## src/rtl/conv_pool_stage.sv

```systemverilog
// conv_pool_stage: 2x2 max-pool of a conv result window, one compare per cycle.
// Optional CONV_POOL_AVG_EN adds a rounded mean output (out_avg).
module conv_pool_stage #(
  parameter int DATA_W = 8,
  parameter int CNT_W  = 16
) (
  input  logic              clk,
  input  logic              rst,
  input  logic              in_valid,
  output logic              in_ready,
  input  logic [DATA_W-1:0] o00,
  input  logic [DATA_W-1:0] o01,
  input  logic [DATA_W-1:0] o10,
  input  logic [DATA_W-1:0] o11,
  output logic              out_valid,
  input  logic              out_ready,
  output logic [DATA_W-1:0] out_max,
  output logic [1:0]        out_idx,
  output logic [CNT_W-1:0]  frame_cnt
`ifdef CONV_POOL_AVG_EN
  ,
  output logic [DATA_W-1:0] out_avg
`endif
);

  typedef enum logic [1:0] {
    IDLE,
    SCAN,
    OUT
  } state_t;

  state_t r_state;
  state_t w_next;

  logic [DATA_W-1:0] r_elem [4];
  logic [DATA_W-1:0] r_max;
  logic [1:0]        r_idx;
  logic [1:0]        r_step;
  logic [DATA_W-1:0] r_out_max;
  logic [1:0]        r_out_idx;
  logic [CNT_W-1:0]  r_cnt;

  logic              w_accept;
  logic              w_hand;
  logic              w_last;
  logic              w_gt;
  logic [DATA_W-1:0] w_cur;
  logic [DATA_W-1:0] w_new_max;
  logic [1:0]        w_new_idx;

  assign w_cur     = r_elem[r_step];
  assign w_gt      = w_cur > r_max;
  assign w_new_max = w_gt ? w_cur : r_max;
  assign w_new_idx = w_gt ? r_step : r_idx;
  assign w_last    = (r_state == SCAN) && (r_step == 2'd3);
  assign w_accept  = in_valid && in_ready;
  assign w_hand    = out_valid && out_ready;

  always_comb begin
    w_next    = r_state;
    in_ready  = 1'b0;
    out_valid = 1'b0;
    unique case (r_state)
      IDLE: begin
        in_ready = 1'b1;
        if (in_valid) w_next = SCAN;
      end
      SCAN: begin
        if (r_step == 2'd3) w_next = OUT;
      end
      OUT: begin
        out_valid = 1'b1;
        in_ready  = out_ready;
        if (out_ready) w_next = in_valid ? SCAN : IDLE;
      end
      default: w_next = IDLE;
    endcase
  end

  always_ff @(posedge clk or negedge rst) begin
    if (!rst) r_state <= IDLE;
    else      r_state <= w_next;
  end

  always_ff @(posedge clk or negedge rst) begin
    if (!rst) begin
      for (int i = 0; i < 4; i++) r_elem[i] <= '0;
      r_max     <= '0;
      r_idx     <= '0;
      r_step    <= '0;
      r_out_max <= '0;
      r_out_idx <= '0;
      r_cnt     <= '0;
    end else begin
      if (w_accept) begin
        r_elem[0] <= o00;
        r_elem[1] <= o01;
        r_elem[2] <= o10;
        r_elem[3] <= o11;
        r_max     <= o00;
        r_idx     <= 2'd0;
        r_step    <= 2'd1;
      end else if (r_state == SCAN) begin
        // strict greater-than keeps the lower index on ties
        r_max  <= w_new_max;
        r_idx  <= w_new_idx;
        r_step <= r_step + 2'd1;
      end
      if (w_last) begin
        r_out_max <= w_new_max;
        r_out_idx <= w_new_idx;
      end
      if (w_hand && (r_cnt != '1)) r_cnt <= r_cnt + CNT_W'(1);
    end
  end

  assign out_max   = r_out_max;
  assign out_idx   = r_out_idx;
  assign frame_cnt = r_cnt;

`ifdef CONV_POOL_AVG_EN
  logic [DATA_W+1:0] r_acc;
  logic [DATA_W+1:0] w_sum;
  logic [DATA_W-1:0] r_out_avg;

  assign w_sum = r_acc + {2'b00, w_cur};

  always_ff @(posedge clk or negedge rst) begin
    if (!rst) begin
      r_acc     <= '0;
      r_out_avg <= '0;
    end else begin
      if (w_accept)               r_acc <= {2'b00, o00};
      else if (r_state == SCAN)   r_acc <= w_sum;
      // round half up: (sum + 2) / 4
      if (w_last)
        r_out_avg <= DATA_W'((w_sum + (DATA_W+2)'(2)) >> 2);
    end
  end

  assign out_avg = r_out_avg;
`endif

endmodule

```

## config.mk

```make
export PLATFORM = sky130hd
export DESIGN_NAME = conv_pool_stage
export DESIGN_NICKNAME = d
export VERILOG_FILES = /design/src/rtl/conv_pool_stage.sv
export SDC_FILE = /design/constraint.sdc
export NUM_CORES = 1
export LEC_CHECK = 0
export CORE_MARGIN = 3
export CORE_UTILIZATION = 45
export DETAILED_ROUTE_END_ITERATION = 10
export GPL_ROUTABILITY_DRIVEN = 0
export GPL_TIMING_DRIVEN = 0
export PLACE_DENSITY = 0.72
export SETUP_SLACK_MARGIN = 0.4
export SLEW_MARGIN = 30
export SYNTH_ARGS = -nofsm -noshare
export SYNTH_HDL_FRONTEND = slang
export SYNTH_SLANG_ARGS = --single-unit
```

## constraint.sdc

```tcl
create_clock -name clk -period 4 [get_ports clk]
set_clock_uncertainty 0.05 [all_clocks]
set_input_delay 1.2 -clock clk [delete_from_list [all_inputs] [get_ports clk]]
set_output_delay 1.2 -clock clk [all_outputs]
set_load 0.05 [all_outputs]
```

==> impl_metrics.json <==
{
  "n_fill_cell": 614,
  "wl_per_cell_um": 14.93,
  "pwr-share-comb": 0.524,
  "pwr_density_cell_nw_per_um2": 853.7,
  "syn_avg_cell_area_um2": 12.03,
  "clk_path_buf_depth": 2,
  "yosysTopAreaCellShare": 0.5184,
  "num_vias": 2511,
  "diodes": 0,
  "min_to": "r_elem[24]",
  "num-nets-final": 410,
  "final_layout_size_suffix_gt1_frac": 0.1924,
  "start_util": 0.4716,
  "r2r_start": "r_step[0]",
  "p_clk_frac": 0.150,
  "holdPathStages": 1,
  "h-tree-depth": 3,
  "path_class": "input port to output port",
  "synth_edf_count": 0,
  "startpoint_type": "input port",
  "post-route-drc-count": 0,
  "setup_violations": 0,
  "antenna_found_initial": 0,
  "status": "finished clean",
  "max_freq_ghz": 0.2824,
  "dieArea_um2": 8814,
  "yosysUniqueCellTypes": 42,
  "min-delay-start": "r_elem[24]",
  "rsz0062_at_grt": "no",
  "die_y_um": 93.89,
  "cts_tree": "yes",
  "synthCells": 289,
  "ant_nets": 0,
  "hold_path.class": "flip-flop to flip-flop",
  "ioPinCount": 64,
  "rr_worst_depth": 8,
  "post-route-period-util": 0.8851,
  "rrSetupSlack_ns": 1.17,
  "worstMarginPinSlew_ns": 0.6029,
  "cp_max_fo": 3,
  "multi_input_area_um2": 1555,
  "switching_power_uw": 1571,
  "grt_pass1_vias": 2498,
  "area_delta_synth_final_pct": 28.04,
  "dp_hpwl_mm": 5.264,
  "hold_buffers": 0,
  "synth_nets": 335,
  "synth_area_um2": 3476,
  "yosysWarningCount": 0,
  "synth_ff_type": "dfrtp_1",
  "grt_max_degree": 51,
  "clock_latency_ns": 0.34,
  "synthArstFlopShare": 1.000,
  "grt_first_pass_wirelength_mm": 11.95,
  "cp.required_ns": 2.75,
  "final_max_slew_viol_count": 0,
  "grt-ovfl-total": 0,
  "cts_sinks": 72,
  "cts_root_buf": "clkbuf_8",
  "period_minus_slack_ns": 3.541,
  "reg2reg_to": "r_idx[1]",
  "core_area_um2": 7370,
  "viasPerCell": 5.365,
  "switching_share": 0.4135,
  "ys_ff_latch": 72,
  "port_buffers": 63,
  "post_cts_buffers": 0,
  "synth_seq_area_share": 0.5184,
  "cts_buffers": 9,
  "p_total_uw": 3800,
  "crit_arrival_ns": 2.29,
  "worst_slack_ns": 0.4595,
  "max_slew_margin": 0.5973,
  "leakage_uw": 0.001994,
  "hold_violations": 0,
  "ir_drop_v": 0.0004041,
  "internal-power_uw": 2228,
  "cap_viol_max_count": 0,
  "wl_mm": 6.986,
  "grt_usage": 0.1754,
  "die_w_um": 93.89,
  "drtIter0Drc": 146,
  "first_pass_iters": 4,
  "rows": 31,
  "seq_area_um2": 1802,
  "cts_resized": 5,
  "seq_power_share": 0.326,
  "cp-end-kind": "output port",
  "synth_top_area_cell": "dfrtp_1",
  "pre_cts_slack_ns": -0.1174,
  "synth_area_leaders": "dfrtp_1 (52%), mux2_2 (8.1%), mux4_2 (5.2%), ha_1 (3.6%), a221o_1 (2.3%)",
  "path_clk_slew_ns": 0.07
}
-- layout by cell type, fill, tap and decap left out, types with 5 or more instances in the layout --
master           instances
buf_2                    8
nand2_1                 11
a21oi_1                  6
clkbuf_8                10
a221o_1                  8
o21ai_0                 12
nand4_1                  7
nand3_1                 13
inv_1                   14
xor2_1                   9
a21o_1                   9
xnor2_1                  5
dfrtp_1                 72
a31oi_1                 10
mux2_2                  25
and2_1                  10
mux4_2                   8
ha_1                    10
nor2_1                  13
clkdlybuf4s50_1         61
-- layer usage --
layer / GRT usage / wire, um / vias up
met5: 0 / 0 / -
met4: 0.08303 / 101 / 0
met3: 0.03446 / 333 / 8
met2: 0.2791 / 3351 / 71
met1: 0.2303 / 3199 / 1233
li1: - / - / 1199
-- cells by family after synthesis --
group / synth area share
flops: 0.5184
simple gates: 0.1271
buf+inv: 0.03420
compound gates: 0.1105
mux: 0.1386
fa+ha+maj: 0.03600
xor+xnor: 0.03528
-- power groups by stage --
stage | sequential (uW) | combinational (uW) | clock (uW)
floorplan | 1420 | 1300 | 0
global placement | 1240 | 1960 | 0
CTS | 1240 | 2000 | 584
finish | 1240 | 1990 | 569
global route | 1280 | 2210 | 618
detailed placement | 1250 | 2000 | 0
-- per-stage QoR --
step           cell area (um2)  hold slack, ns  cells  setup TNS [ns]    util
4_1_cts                   4448          0.4289    468               0  0.6036
3_3_place_gp              4230          0.4057    451          -54.34  0.5740
6_report                  4451          0.4248    468               0  0.6039
5_1_grt                   4451          0.4453    468               0  0.6039
3_5_place_dp              4255          0.4125    452         -0.1174  0.5774
2_1_floorplan             3476          0.3946    289               0       -
-- registers in the layout, summed over array words and instances, names as in the netlist --
| signal | flops |
|---|---|
| r_max | 8 |
| r_idx | 2 |
| r_state | 2 |
| r_elem | 32 |
| frame_cnt | 16 |
| out_idx | 2 |
| out_max | 8 |
| r_step | 2 |
-- worst max-delay path, stage by stage --
cell	delay, ns
clkdlybuf4s50_1	0.51
inv_1	0.09
a21oi_1	0.21
clkbuf_4	0.27
-- how the worst max path moves through the flow --
| stage | cells after the start | start | slack [ns] | to |
|---|---|---|---|---|
| after global placement | 1 | rst | -0.76 | r_elem[5] |
| after floorplan | 2 | out_ready | 0.68 | in_ready |
| final | 4 | out_ready | 0.46 | in_ready |
| after global routing | 4 | out_ready | 0.42 | in_ready |
| after detailed placement | 4 | out_ready | -0.12 | in_ready |
| after CTS | 4 | out_ready | 0.43 | in_ready |
-- area by class of cell --
| type | count | share of cell area |
|---|---|---|
| Buffer | 13 | 0.01490 |
| Clock buffer | 11 | 0.03177 |
| Clock inverter | 5 | 0.01265 |
| Inverter | 14 | 0.01181 |
| Multi-Input combinational cell | 190 | 0.3495 |
| Sequential cell | 72 | 0.4048 |
| Tap cell | 99 | 0.02783 |
| Timing Repair Buffer | 64 | 0.1468 |
-- Yosys cell counts, drive strengths merged (2+ instances only) --
cell	number
a221o	8
a31oi	10
mux2i	2
dfrtp	72
inv	14
mux4	8
a21o	9
xnor2	5
nand2	11
mux2	25
clkbuf	3
nor2b	3
a21oi	8
and4	4
o21ai	14
nand4	7
nor3	2
and2	10
xor2	9
nand3	13
and3	4
nor2	17
ha	10
buf	10
Note: power is estimated with default switching activity, not from simulation.
